==> config.mk <==
export PLATFORM = sky130hd
export DESIGN_NAME = writeback_arbiter
export DESIGN_NICKNAME = d
export VERILOG_FILES = /design/src/rtl/writeback_arbiter.sv
export SDC_FILE = /design/constraint.sdc
export NUM_CORES = 1
export LEC_CHECK = 0
export BUFFER_PORTS_ARGS = -buffer_cell sky130_fd_sc_hd__clkbuf_2
export CORE_MARGIN = 5
export CORE_UTILIZATION = 45
export CTS_BUF_LIST = sky130_fd_sc_hd__clkbuf_8 sky130_fd_sc_hd__clkbuf_16
export CTS_CLUSTER_DIAMETER = 40
export DETAILED_ROUTE_END_ITERATION = 6
export PLACE_DENSITY_LB_ADDON = 0.2
export SLEW_MARGIN = 10
export SYNTH_ARGS = -nofsm -noshare
export SYNTH_HDL_FRONTEND = slang
export SYNTH_SLANG_ARGS = --single-unit
==> constraint.sdc <==
create_clock -name clock -period 3.79 [get_ports clock]
set_input_delay 0.758 -clock clock [delete_from_list [all_inputs] [get_ports clock]]
set_output_delay 0.758 -clock clock [all_outputs]
set_load 0.01 [all_outputs]
==> src/rtl/writeback_arbiter.sv <==
// Register-file writeback arbiter: pipeline writes have strict priority over
// a 2-entry queue of long-latency results, with a busy scoreboard for hazards.
//
// Ports:
//   clock, reset                  rising-edge clock, sync active-high reset
//   pipe_valid/address/strobe/data  pipeline write (always accepted)
//   long_issue_valid/address      long-latency op issued, marks dest busy
//   long_valid/ready/address/data result offer into the queue (handshake)
//   write_enabled/address/strobe/data  registered register-file write port
//   check_address_1/2, check_busy_1/2  operand hazard lookup (combinational)
//   queue_count                   result queue occupancy (0..2)

package cpu_core_params;
    typedef logic [31:0] cpu_data_t;
endpackage

module writeback_arbiter
    import cpu_core_params::*;
(
    input  logic        clock,
    input  logic        reset,
    input  logic        pipe_valid,
    input  logic [4:0]  pipe_address,
    input  logic [3:0]  pipe_strobe,
    input  logic [31:0] pipe_data,
    input  logic        long_issue_valid,
    input  logic [4:0]  long_issue_address,
    input  logic        long_valid,
    output logic        long_ready,
    input  logic [4:0]  long_address,
    input  logic [31:0] long_data,
    output logic        write_enabled,
    output logic [4:0]  write_address,
    output logic [3:0]  write_strobe,
    output logic [31:0] write_data,
    input  logic [4:0]  check_address_1,
    input  logic [4:0]  check_address_2,
    output logic        check_busy_1,
    output logic        check_busy_2,
    output logic [1:0]  queue_count
);

    logic [4:0] q_address [2];
    cpu_data_t  q_data    [2];
    logic       rd_ptr;
    logic       wr_ptr;
    logic       push;
    logic       pop;
    logic [4:0] head_address;
    cpu_data_t  head_data;
    logic [31:1] busy;
    logic [31:1] busy_next;

    // Ready comes from the registered count, so a pop this cycle
    // cannot make room for a push in the same cycle.
    assign long_ready = (queue_count < 2'd2);
    assign push       = long_valid && long_ready;

    // Registered count also keeps a same-cycle push out of reach of the pop.
    assign pop = !pipe_valid && (queue_count != 2'd0);

    assign head_address = q_address[rd_ptr];
    assign head_data    = q_data[rd_ptr];

    // Clear for the popped entry first, then set for a new issue,
    // so a newer issue to the same register wins.
    always_comb begin
        busy_next = busy;
        if (pop && head_address != 5'd0) begin
            busy_next[head_address] = 1'b0;
        end
        if (long_issue_valid && long_issue_address != 5'd0) begin
            busy_next[long_issue_address] = 1'b1;
        end
    end

    assign check_busy_1 = (check_address_1 != 5'd0) && busy[check_address_1];
    assign check_busy_2 = (check_address_2 != 5'd0) && busy[check_address_2];

    // Queue storage needs no reset; the pointers and count qualify it.
    always_ff @(posedge clock) begin
        if (push) begin
            q_address[wr_ptr] <= long_address;
            q_data[wr_ptr]    <= long_data;
        end
    end

    always_ff @(posedge clock) begin
        if (reset) begin
            queue_count   <= 2'd0;
            rd_ptr        <= 1'b0;
            wr_ptr        <= 1'b0;
            busy          <= '0;
            write_enabled <= 1'b0;
            write_address <= 5'd0;
            write_strobe  <= 4'h0;
            write_data    <= 32'd0;
        end else begin
            if (push) begin
                wr_ptr <= ~wr_ptr;
            end
            if (pop) begin
                rd_ptr <= ~rd_ptr;
            end
            queue_count <= queue_count + {1'b0, push} - {1'b0, pop};
            busy        <= busy_next;

            if (pipe_valid) begin
                write_enabled <= (pipe_address != 5'd0)
                                 && (pipe_strobe != 4'h0);
                write_address <= pipe_address;
                write_strobe  <= pipe_strobe;
                write_data    <= pipe_data;
            end else if (pop) begin
                write_enabled <= (head_address != 5'd0);
                write_address <= head_address;
                write_strobe  <= 4'hF;
                write_data    <= head_data;
            end else begin
                // Idle: address, strobe and data hold their values.
                write_enabled <= 1'b0;
            end
        end
    end

endmodule

Word-level counts from Yosys, hierarchy flattened
Memory sizes are Yosys's and may differ from the RTL's. A register that Yosys moved wholly into a read port is not among the register bits.
Index checks and enable logic that the tools add are counted.
{"block": "classes", "n_addsub": 2, "order_cmp": 7, "n_mux": 24, "bitwise": 5, "reduce_logical": 18}
{"operator": "$mux W32", "count": 2}
{"operator": "$mux W31", "count": 2}
{"operator": "$and A31 B31 Y31", "count": 1}
{"operator": "$not A31 Y31", "count": 1}
{"operator": "$or A31 B31 Y31", "count": 1}
{"operator": "$reduce_bool A5 Y1", "count": 5}
{"operator": "$lt A5 B6 Y1 const B", "count": 4}
{"operator": "$mux W1", "count": 12}
{"operator": "$bmux W1 S5", "count": 2}
{"operator": "$demux W1 S5", "count": 2}
{"operator": "$ge A5 B1 Y1 const B", "count": 2}
{"operator": "$mux W5", "count": 2}
{"operator": "$logic_and A1 B1 Y1", "count": 9}
{"operator": "$mux W4", "count": 2}
{"operator": "$reduce_bool A2 Y1", "count": 2}
{"operator": "$reduce_bool A4 Y1", "count": 1}
{"operator": "$add A2 B1 Y2", "count": 1}
{"operator": "$lt A2 B2 Y1 const B", "count": 1}
{"operator": "$not A1 Y1", "count": 2}
{"operator": "$sub A2 B1 Y2", "count": 1}
{"operator": "$logic_not A1 Y1", "count": 1}
{"block": "totals", "ff_bits": 77, "ramBits": 74, "in_bits": 98, "n_memories": 2}
{"memory": "q_data", "depth": 2, "width": 32, "read_ports": 1, "rd_ports_with_merged_regs": 1, "wr": 1, "line_no": "44", "text": "cpu_data_t q_data [2];"}
{"memory": "q_address", "depth": 2, "width": 5, "read_ports": 1, "rd_ports_with_merged_regs": 1, "wr": 1, "line_no": "43", "text": "logic [4:0] q_address [2];"}

Logic depth before layout (Yosys ltp)
Gate-level depths: netlist (run 1).
{"block": "depth", "ltp_word": 9, "mapped_depth": 8, "depth_no_buf": 8}

Least setup slack after synthesis (run 1)
OpenSTA, ideal clock, no wires.
{"block": "synth_path", "path_kind": "input-to-reg", "start": "input long_valid", "end": "memory q_address[0][0] (enable)", "setup_ns": 0.431, "arrival_ns": 2.414, "required_ns": 3.359, "setup_slack_ns": 0.945, "stages": 2, "cell_sequence": "nand2_1 nor2_1"}
{"block": "synth_via", "elab_chain_cells": 3}
{"item": "start, declared", "line_no": "28", "text": "input logic long_valid,"}
{"item": "$logic_and A1 B1 Y1", "line_no": "57", "text": "assign push = long_valid && long_ready;"}
{"item": "$mux W1", "line_no": "82", "text": "if (push) begin"}
{"item": "$mux W1 (implied by the code)", "line_no": "83", "text": "q_address[wr_ptr] <= long_address;"}
{"item": "end, declared", "line_no": "43"}
Every way passes these cells.

Final worst setup path (run 1)
{"block": "layout_path", "start": "input check_address_1[0]", "end": "output check_busy_1"}
{"block": "layout_via", "elab_chain_cells": 3}
{"item": "start, declared", "line_no": "36", "text": "input logic [4:0] check_address_1,"}
{"item": "$bmux W1 S5", "line_no": "77", "text": "assign check_busy_1 = (check_address_1 != 5'd0) && busy[check_address_1];"}
{"item": "$mux W1 (implied by the code)", "line_no": "77"}
{"item": "$logic_and A1 B1 Y1 *", "line_no": "77"}
{"item": "end, declared", "line_no": "38", "text": "output logic check_busy_1,"}
Every way passes the cells marked *; elsewhere a longest branch is shown, timed or not. The select of a mux whose other input is x is not followed.

==> impl_metrics.yaml, run 1 <==
synthesis:
  yosysTopAreaCell: "edfxtp_1"
  ys_warn_count: 0
  ys_types: 44
  netlist_instances: 584
  synth_edf_count: 74
  avgSynthCellArea_um2: 11.21
  yosys-top-cells-area: "edfxtp_1 34%, dfxtp_1 24%, mux2i_1 5.8%"
  ys_ff_latch: 152
  async_flop_share: 0
  yosysSeqAreaShare: 0.5782
  synth_area_um2: 6544
  ys.flop_type: "dfxtp_1"
  synth_top_area_frac: 0.3396
  synthesis.nets: 684
sta:
  finalSetupViolCount: 0
  finalCritPeriodShare: 0.8120
  slew_headroom: 0.3722
  min_period_ps: 3078
  drv_slew: 0
  fin_skew_ps: 6.439
  hold_violations: 0
  hold_slack_ps: 511.2
  tightest_slew_ps: 941.7
  fmax_ghz: 0.3249
  rsz0062_at_grt: "false"
  finalSetupTns_ps: 0
clock_tree:
  ctsResizeCount: 0
  cts-root-buf: "clkbuf_16"
  postCtsSetupRepairBufs: 0
  ctsHoldBuffers: 0
  cts_buffer_depth: 2
  cts_inserted_buffers: 17
  cts_tree: "yes"
  htreeDepth: 4
  path_clk_slew_ps: 60
  insertion_delay_ps: 410
  clock-sinks: 152
power:
  ir_drop_mv: 0.3133
  p_int_mw: 3.442
  p_sw_mw: 1.456
  seqPwrFrac: 0.429
  pwr-share-comb: 0.239
  power.leakage_nw: 3.106
  cellPowerDensity_nw_per_um2: 616.7
  clockPowerShare: 0.332
  switching_share: 0.2973
grt:
  antenna_found_initial: 0
  grt_usage: 0.1922
  grt_max_degree: 84
  grt_pass1_wl_mm: 25.34
  grt_pass1_vias: 5019
  grt_overflow: 0
place:
  gp_congestion: 0.9639
  dp_hpwl_mm: 11.12
  io_buffers: 144
  dpl.cell_count: 878
layout:
  num_antenna_cells: 0
  drive_above_1_share: 0.2782
  nNetsFinal: 813
  layout-area-overhead-vs-synth_pct: 21.38
  fin_cells: 910
  final_util: 0.5507
hold_path:
  hold_path_depth: 2
  hold_start: "rd_ptr$_SDFFE_PP0P_"
  min_to: "rd_ptr$_SDFFE_PP0P_"
  hp-class: "reg2reg"
floorplanning:
  die_w_um: 130.6
  die_h_um: 130.6
  design.die.area_um2: 17050
  initial_core_util: 0.4537
  pin_count: 145
  core_area_um2: 14420
  num_rows: 44
setup_path:
  cp.arrival_ps: 2320
  worst-r2r-setup-slack_ps: 1710
  critPathCaptureType: "primary output"
  reg2reg_to: "write_data[23]$_SDFFE_PP0P_"
  start_kind: "input pin"
  r2r_start: "queue_count[0]$_SDFF_PP0_"
  crit_fanout: 10
  worstSetupPathType: "in2out"
  required_ps: 3030
  startpoint: "check_address_1[0]"
  r2r_cells: 5
route:
  wl_mm: 15.86
  drc: 0
  dr.pass1.iters: 5
  vias: 5022
  post_drt_wl_per_cell_um: 17.43
  drt_iter0_drc: 413
  viasPerCell: 5.519
  ant_nets: 0
outcome:
  status: "finished, final reports clean"
job:
  drv_cap: 0
-- power by group through the flow --
stage          logic (mW)  registers [mW]  clock network (mW)
3_5_place_dp         1.18            2.14                   0
2_1_floorplan       0.807            2.15                   0
6_report             1.17            2.10                1.63
4_1_cts              1.19            2.10                1.65
3_3_place_gp         1.16            2.13                   0
5_1_grt              1.31            2.13                1.73
-- worst max-delay path by stage --
stage	to	slack, ps	cells past startpoint
2_1_floorplan	q_address[0][0]$_DFFE_PP_	940	2
3_3_place_gp	check_busy_1	750	5
3_5_place_dp	check_busy_1	730	5
4_1_cts	check_busy_1	710	5
5_1_grt	check_busy_1	670	5
6_report	check_busy_1	710	5
-- cells in the final DEF, fill, tap and decap left out, types with 4 or more instances in the layout --
master,netlist,final
a211o_1,37,37
a21oi_1,69,69
buf_4,4,8
clkbuf_16,0,17
clkbuf_2,0,144
dfxtp_1,78,77
edfxtp_1,74,74
inv_1,3,5
mux2_2,8,8
mux2i_1,38,38
mux4_1,6,6
mux4_2,8,8
nand2_1,73,73
nand2b_1,4,4
nand3_1,12,12
nor2_1,49,48
nor2b_1,9,9
nor3_1,10,10
o21ai_0,32,32
-- synth_stat cells, types with 8 or more instances --
master and instances:
nand2_1 73, edfxtp_1 74, mux2i_1 38, o21ai_0 32, clkbuf_1 27, nor2b_1 9, nor3_1 10, dfxtp_1 78
a211o_1 37, mux2_2 8, a21oi_1 69, nand3_1 12, nor2_1 49, mux4_2 8
-- logic make-up (layout without fill, tap and decap cells) --
kind of cell,count (synthesis),count (layout),share of synthesized area
and+or+nand+nor,173,173,0.1176
DFF,152,152,0.5782
xor gates and xnor gates,4,4,0.005355
adders and majority gates,2,2,0.003823
muxes,60,60,0.1235
AOI/OAI and AO/OA,148,148,0.1400
buffers and inverters,45,187,0.03155
-- layout make-up --
type                    instances  area [um2]
multi-input cells             387        2562
fillers                      1269        6481
clock inverters                14       133.9
well taps                     184       230.2
flip-flops and latches        152        3785
clock buffers                  18       439.2
inverters                       3       11.26
repair buffers                152       780.7
-- metrics by stage --
stage | area [um2] | power (mW) | worst slack [ps]
after global placement | 7370 | 3.285 | 746.6
after floorplan | 6544 | 2.954 | 944.9
after global routing | 7943 | 5.164 | 672.1
after detailed placement | 7370 | 3.319 | 726.0
after CTS | 7943 | 4.942 | 713.6
final | 7943 | 4.898 | 712.4
-- per-layer routing --
metal  up-vias  global-route usage  part of all wire  wire [um]
met5         -                   0                 0          0
met2       171              0.3176              0.50       7963
met4         0             0.09014             0.028        442
met3        30             0.04350             0.058        924
li1       2413                   -                 -          -
met1      2408              0.2401              0.41       6528
-- state kept, by name (all words and copies together), names as in the netlist, named ones only --
register	flops
write_address	5
write_enabled	1
rd_ptr	1
write_data	32
wr_ptr	1
queue_count	2
q_address	10
write_strobe	4
busy	31
q_data	64
-- critical path: stages --
cell	delay, ps
clkbuf_2	220
mux4_1	580
mux2_2	280
a311o_1	350
clkbuf_2	130
Note: power is estimated with default switching activity, not from simulation.
==> inputs of run 2 (changes only) <==
--- a/config.mk
+++ b/config.mk
@@ -5,6 +5,7 @@
 export SDC_FILE = /design/constraint.sdc
 export NUM_CORES = 1
 export LEC_CHECK = 0
+export ABC_AREA = 1
 export BUFFER_PORTS_ARGS = -buffer_cell sky130_fd_sc_hd__clkbuf_2
 export CORE_MARGIN = 5
 export CORE_UTILIZATION = 45
==> constraint.sdc (replaced) <==
create_clock -name clock -period 2.76 [get_ports clock]
set_input_delay 0.552 -clock clock [delete_from_list [all_inputs] [get_ports clock]]
set_output_delay 0.552 -clock clock [all_outputs]
set_load 0.01 [all_outputs]
==> run 2 against run 1 <==
Clock skew decreased by 0.52 ps. Flip-flop and latch count is the same. Critical path depth is 8 higher. Utilization is 1.5 points higher. Synthesized area is 3.0% higher. Synthesized cell count up 34%. Non-clock buffer count increased by 6. Power rose by 40%. Global-route usage increased by 1.4 points. Sequential share of layout area is 1.8 points lower. Clock power rose by 42%.
==> impl_metrics.yaml, run 2 <==
clock_tree:
  cts-root-buf: "clkbuf_16"
  insertion_delay_ps: 420
  cts_inserted_buffers: 17
  cts_tree: "yes"
  path_clk_slew_ps: 60
  htreeDepth: 4
  cts_buffer_depth: 2
  clock-sinks: 152
  ctsHoldBuffers: 0
  postCtsSetupRepairBufs: 0
  ctsResizeCount: 0
synthesis:
  yosysSeqAreaShare: 0.5615
  ys_ff_latch: 152
  synth_top_area_frac: 0.3297
  netlist_instances: 781
  async_flop_share: 0
  yosys-top-cells-area: "edfxtp_1 33%, dfxtp_1 23%, nand2_1 11%"
  synth_area_um2: 6739
  synth_edf_count: 74
  ys.flop_type: "dfxtp_1"
  ys_warn_count: 0
  ys_types: 31
  yosysMostFrequentCell: "nand2_1"
  yosysTopAreaCell: "edfxtp_1"
  avgSynthCellArea_um2: 8.629
  synth_common_cells: "198 x nand2_1, 81 x a21oi_1, 78 x dfxtp_1, 74 x edfxtp_1, 68 x nor2_1"
  synthesis.nets: 881
setup_path:
  crit_top_cell: "nand2_1"
  critPathCaptureType: "primary output"
  required_ps: 2210
  cp_slowest_cell: "clkbuf_2"
  path_buf_inv: 4
  start_kind: "input pin"
  worst_path_largest_cell_delay_ps: 320
  crit_fanout: 21
  cp_cell_sequence: "clkbuf_2 > inv_1 > nand2_1 > nand2_1 > nand2_1 > o21ai_0 > nand2_1 > nand2_1 > inv_1 > nand2_1 > nand2_1 > nand2_1 > clkbuf_2"
  cp_top_family: "buffers and inverters"
  cp.arrival_ps: 1790
  worstSetupPathType: "in2out"
grt:
  grt_overflow: 0
  antenna_found_initial: 1
  grt_max_degree: 47
  grt_pass1_vias: 5604
  grt_pass1_wl_mm: 28.77
  grt_usage: 0.2057
floorplanning:
  num_rows: 44
  design.die.area_um2: 17520
  pin_count: 145
  core_area_um2: 14590
  die_w_um: 132.4
  initial_core_util: 0.4619
  die_h_um: 132.4
sta:
  finalSetupViolCount: 0
  finalSetupTns_ps: 0
  fin_skew_ps: 5.923
  min_period_ps: 2341
  finalCritPeriodShare: 0.8481
  rsz0062_at_grt: "false"
  slew_headroom: 0.4797
  timing.final.ws_setup_ps: 419.3
  hold_slack_ps: 316.0
  hold_violations: 0
  tightest_slew_ps: 779.6
  fmax_ghz: 0.4272
  drv_slew: 0
job:
  drv_cap: 0
route:
  post_drt_wl_per_cell_um: 16.21
  drc: 0
  wl_mm: 18.09
  drt_iter0_drc: 398
  vias: 5891
  dr.pass1.iters: 5
  viasPerCell: 5.279
  ant_nets: 0
layout:
  largest_reg_flops: 64
  nNetsFinal: 1018
  top_register: "q_data"
  final_util: 0.5652
  layout_common_cells: "198 x nand2_1, 144 x clkbuf_2, 81 x a21oi_1, 78 x dfxtp_1, 74 x edfxtp_1"
  reg.largest.list: "q_data x64, write_data x32, busy x31"
  drive_above_1_share: 0.2331
  layout-area-overhead-vs-synth_pct: 22.35
  fin_cells: 1116
  layout_commonest_cell: "nand2_1"
power:
  p_sw_mw: 2.149
  switching_share: 0.3141
  p_int_mw: 4.694
  cellPowerDensity_nw_per_um2: 830.0
  ir_drop_mv: 0.4812
  pwr-share-comb: 0.242
  clockPowerShare: 0.337
  seqPwrFrac: 0.421
  power.leakage_nw: 3.501
outcome:
  status: "finished, final reports clean"
place:
  gp_congestion: 0.8811
  dpl.cell_count: 1083
  io_buffers: 144
  dp_hpwl_mm: 12.60
  dpl_worst_slack_ps: 465.8
hold_path:
  hp-class: "in2reg"
run 2: cell count changes after synthesis, sizes merged, moves of 14 or more:
cell,change
inv,+60
nand2,+130
nand3,+34
mux4,-14
mux2i,-38
nor2,+20
o211ai,+27
or2,+15
a211o,-37
run 2: power by group through the flow:
stage	Clock (mW)	Sequential (mW)	Combinational, mW
floorplan	0	2.98	0.985
global placement	0	2.92	1.66
detailed placement	0	2.92	1.67
CTS	2.33	2.88	1.68
global route	2.42	2.92	1.86
finish	2.31	2.88	1.66
run 2: path summary, 6_finish.rpt:
kind                                               end                start  depth (start not counted)  slack, ps
worst max register to register      busy[6]$_SDFF_PP0_             register                          9        910
worst max-delay path                      check_busy_2   check_address_2[0]                         13        420
worst min-delay path            q_data[1][0]$_DFFE_PP_         long_data[0]                          1        320
worst min register to register     busy[10]$_SDFF_PP0_  busy[10]$_SDFF_PP0_                          2        460
run 2: layer usage:
| layer | GRT usage | share of wire | vias to the layer above |
|---|---|---|---|
| met5 | 0 | 0 | - |
| met1 | 0.2784 | 0.45 | 2729 |
| met4 | 0.06618 | 0.014 | 0 |
| met2 | 0.3168 | 0.46 | 194 |
| li1 | - | - | 2945 |
| met3 | 0.06260 | 0.075 | 23 |
run 2: per-stage QoR:
| stage | power [mW] | cell area (um2) |
|---|---|---|
| 2_1_floorplan | 3.965 | 6739 |
| 3_3_place_gp | 4.574 | 7656 |
| 3_5_place_dp | 4.594 | 7656 |
| 4_1_cts | 6.889 | 8243 |
| 5_1_grt | 7.192 | 8245 |
| 6_report | 6.844 | 8245 |
run 2: cell families (layout without fill, tap and decap cells):
kind of cell,count (synthesis),in the layout,share of synthesized area
compound gates,177,177,0.1556
other cells,0,1,0
buf+inv,103,253,0.06238
xor+xnor,1,1,0.001300
flops,152,152,0.5615
simple gates,346,346,0.2156
fa+ha+maj,2,2,0.003713
run 2: layout make-up:
cell class	count	area [um2]
fillers	1358	6344
flip-flops and latches	152	3784
multi-input cells	526	2555
repair buffers	158	850.8
clock buffers	17	425.4
inverters	63	236.5
well taps	184	230.2
clock inverters	15	161.4
diodes	1	2.502
run 2: worst register-to-register path, cell delays in order (launching register included):
cell	delay (ps)
dfxtp_1	330
inv_2	340
nand2_1	100
nand2_1	140
nand2_1	60
nor2_1	160
nand2_2	300
nand3_1	180
nand2_1	60
a21oi_1	120
==> inputs of run 3 (changes only) <==
--- a/config.mk
+++ b/config.mk
@@ -5,7 +5,7 @@
 export SDC_FILE = /design/constraint.sdc
 export NUM_CORES = 1
 export LEC_CHECK = 0
-export ABC_AREA = 1
+export ABC_AREA = 0
 export BUFFER_PORTS_ARGS = -buffer_cell sky130_fd_sc_hd__clkbuf_2
 export CORE_MARGIN = 5
 export CORE_UTILIZATION = 45
==> constraint.sdc (replaced) <==
create_clock -name clock -period 1.98 [get_ports clock]
set_input_delay 0.396 -clock clock [delete_from_list [all_inputs] [get_ports clock]]
set_output_delay 0.396 -clock clock [all_outputs]
set_load 0.01 [all_outputs]
==> run 3 against run 2 <==
The flow now finishes with violations (negative setup slack). Sequential power up 40%. Flip-flop and latch count unchanged. Routed wire length fell by 14%. Global-route usage down 1.9 points. Clock-buffer cell count stayed put. Combinational power grew 42%. Sequential share of layout area increased by 0.74 points. First-iteration DRC count shrank 37%. Utilization fell by 0.15 points.
==> impl_metrics.yaml, run 3 (synthesis results as in run 1) <==
outcome:
  status: "finished, violations left"
  violations: "negative setup slack"
clock_tree:
  cts-root-buf: "clkbuf_16"
  postCtsSetupRepairBufs: 0
  htreeDepth: 4
  path_clk_slew_ps: 60
  insertion_delay_ps: 410
  cts_inserted_buffers: 17
  ctsHoldBuffers: 0
  clock-sinks: 152
  cts_buffer_depth: 2
  cts_tree: "yes"
layout:
  largest_reg_flops: 64
  num_antenna_cells: 0
  layout_commonest_cell: "clkbuf_2"
  top_register: "q_data"
  reg.largest.list: "q_data x64, write_data x32, busy x31"
  layout_common_cells: "142 x clkbuf_2, 74 x edfxtp_1, 73 x nand2_1, 72 x dfxtp_1, 69 x a21oi_1"
  final_util: 0.5637
  nNetsFinal: 827
  layout-area-overhead-vs-synth_pct: 24.24
  fin_cells: 924
  drive_above_1_share: 0.3108
sta:
  drv_slew: 0
  min_period_ps: 2281
  slew_headroom: 0.7026
  fin_skew_ps: 7.771
  finalCritPeriodShare: 1.152
  finalSetupViolCount: 2
  hold_violations: 0
  timing.final.ws_setup_ps: -301.3
  fmax_ghz: 0.4383
  tightest_slew_ps: 442.7
  hold_slack_ps: 167.6
  rsz0062_at_grt: "true"
hold_path:
  hp-class: "in2reg"
  hold_path_depth: 1
place:
  io_buffers: 144
  dp_hpwl_mm: 11.00
  gp_congestion: 0.9048
  dpl_worst_slack_ps: -346.3
  dpl.cell_count: 892
route:
  ant_nets: 0
  viasPerCell: 5.368
  drt_iter0_drc: 251
  post_drt_wl_per_cell_um: 16.85
  dr.pass1.iters: 5
  drc: 0
  vias: 4960
  wl_mm: 15.57
power:
  fin_total_pwr_mw: 9.436
  clockPowerShare: 0.324
  cellPowerDensity_nw_per_um2: 1161
  switching_share: 0.2959
  power.leakage_nw: 3.160
  p_sw_mw: 2.792
  pwr-share-comb: 0.250
  seqPwrFrac: 0.426
  p_int_mw: 6.644
  ir_drop_mv: 0.5540
setup_path:
  r2r_cells: 4
  cp_cell_sequence: "mux4_2 > o22ai_2 > a2111oi_2 > a311o_1 > clkbuf_2"
  start_kind: "register"
  cp_slowest_cell: "mux4_2"
  required_ps: 1580
  crit_fanout: 3
  critPathCaptureType: "primary output"
  cp.arrival_ps: 1890
  worstSetupPathType: "reg2out"
  worst_path_largest_cell_delay_ps: 470
floorplanning:
  design.die.area_um2: 17050
  initial_core_util: 0.4537
  pin_count: 145
  core_area_um2: 14420
  die_h_um: 130.6
  die_w_um: 130.6
  num_rows: 44
grt:
  grt_pass1_wl_mm: 24.71
  grt_overflow: 0
  grt_pass1_vias: 5101
  grt_usage: 0.1865
  antenna_found_initial: 0
  grt_max_degree: 84
job:
  drv_cap: 0
[run 3: changes by cell type in the layout (fill, tap and decap cells not counted), sizes merged, moves of 10 or more]
cell,before,now
nand2,203,73
inv,65,5
mux2i,0,38
a211o,0,37
nand3,46,12
o211ai,28,1
nor2,69,49
or2,16,1
mux4,0,14
a21oi,81,69
buf,14,24
[run 3: final cells by class]
cell class | count | area, um2
well taps | 184 | 230.2
clock inverters | 15 | 140.1
inverters | 3 | 11.26
flip-flops and latches | 152 | 3791
fillers | 1267 | 6294
clock buffers | 17 | 425.4
repair buffers | 166 | 960.9
multi-input cells | 387 | 2571
[run 3: routing by layer]
layer | wire length (um) | track usage
met5 | 0 | 0
met4 | 218 | 0.06594
met1 | 6296 | 0.2158
met3 | 815 | 0.04756
met2 | 8234 | 0.3347
[run 3: what timing repair did]
| item | in CTS | in global routing |
|---|---|---|
| pin swaps | 4 | 1 |
| setup endpoints to repair | 2 | 2 |
| gates resized for setup | 14 | 5 |
[run 3: metrics by stage]
stage | cell area, um2 | setup TNS [ps]
after floorplan | 6554 | -12.35
after global placement | 7550 | -405.4
after global routing | 8130 | -651.3
final | 8130 | -504.1
after detailed placement | 7550 | -500.1
after CTS | 8129 | -549.0
[run 3: worst max-delay path: cells and delay by family (launching register included)]
family,cells,cell delay (ps)
AOI/OAI and AO/OA,3,550
muxes,1,470
DFF,1,320
buffers and inverters,1,130
[run 3: final timing paths]
| check | start | end | slack [ps] |
|---|---|---|---|
| worst max-delay path | busy[15]$_SDFF_PP0_ | check_busy_1 | -300 |
| worst min register to register | busy[25]$_SDFF_PP0_ | busy[25]$_SDFF_PP0_ | 490 |
| worst min-delay path | long_data[10] | q_data[0][10]$_DFFE_PP_ | 170 |
| worst max register to register | register | busy[16]$_SDFF_PP0_ | 250 |
[run 3: power groups by stage]
stage          Combinational [mW]  Sequential [mW]  Clock (mW)
2_1_floorplan                1.55             4.11           0
3_5_place_dp                 2.38             4.09           0
3_3_place_gp                 2.33             4.07           0
5_1_grt                      2.62             4.07        3.26
4_1_cts                      2.40             4.03        3.12
6_report                     2.36             4.02        3.06
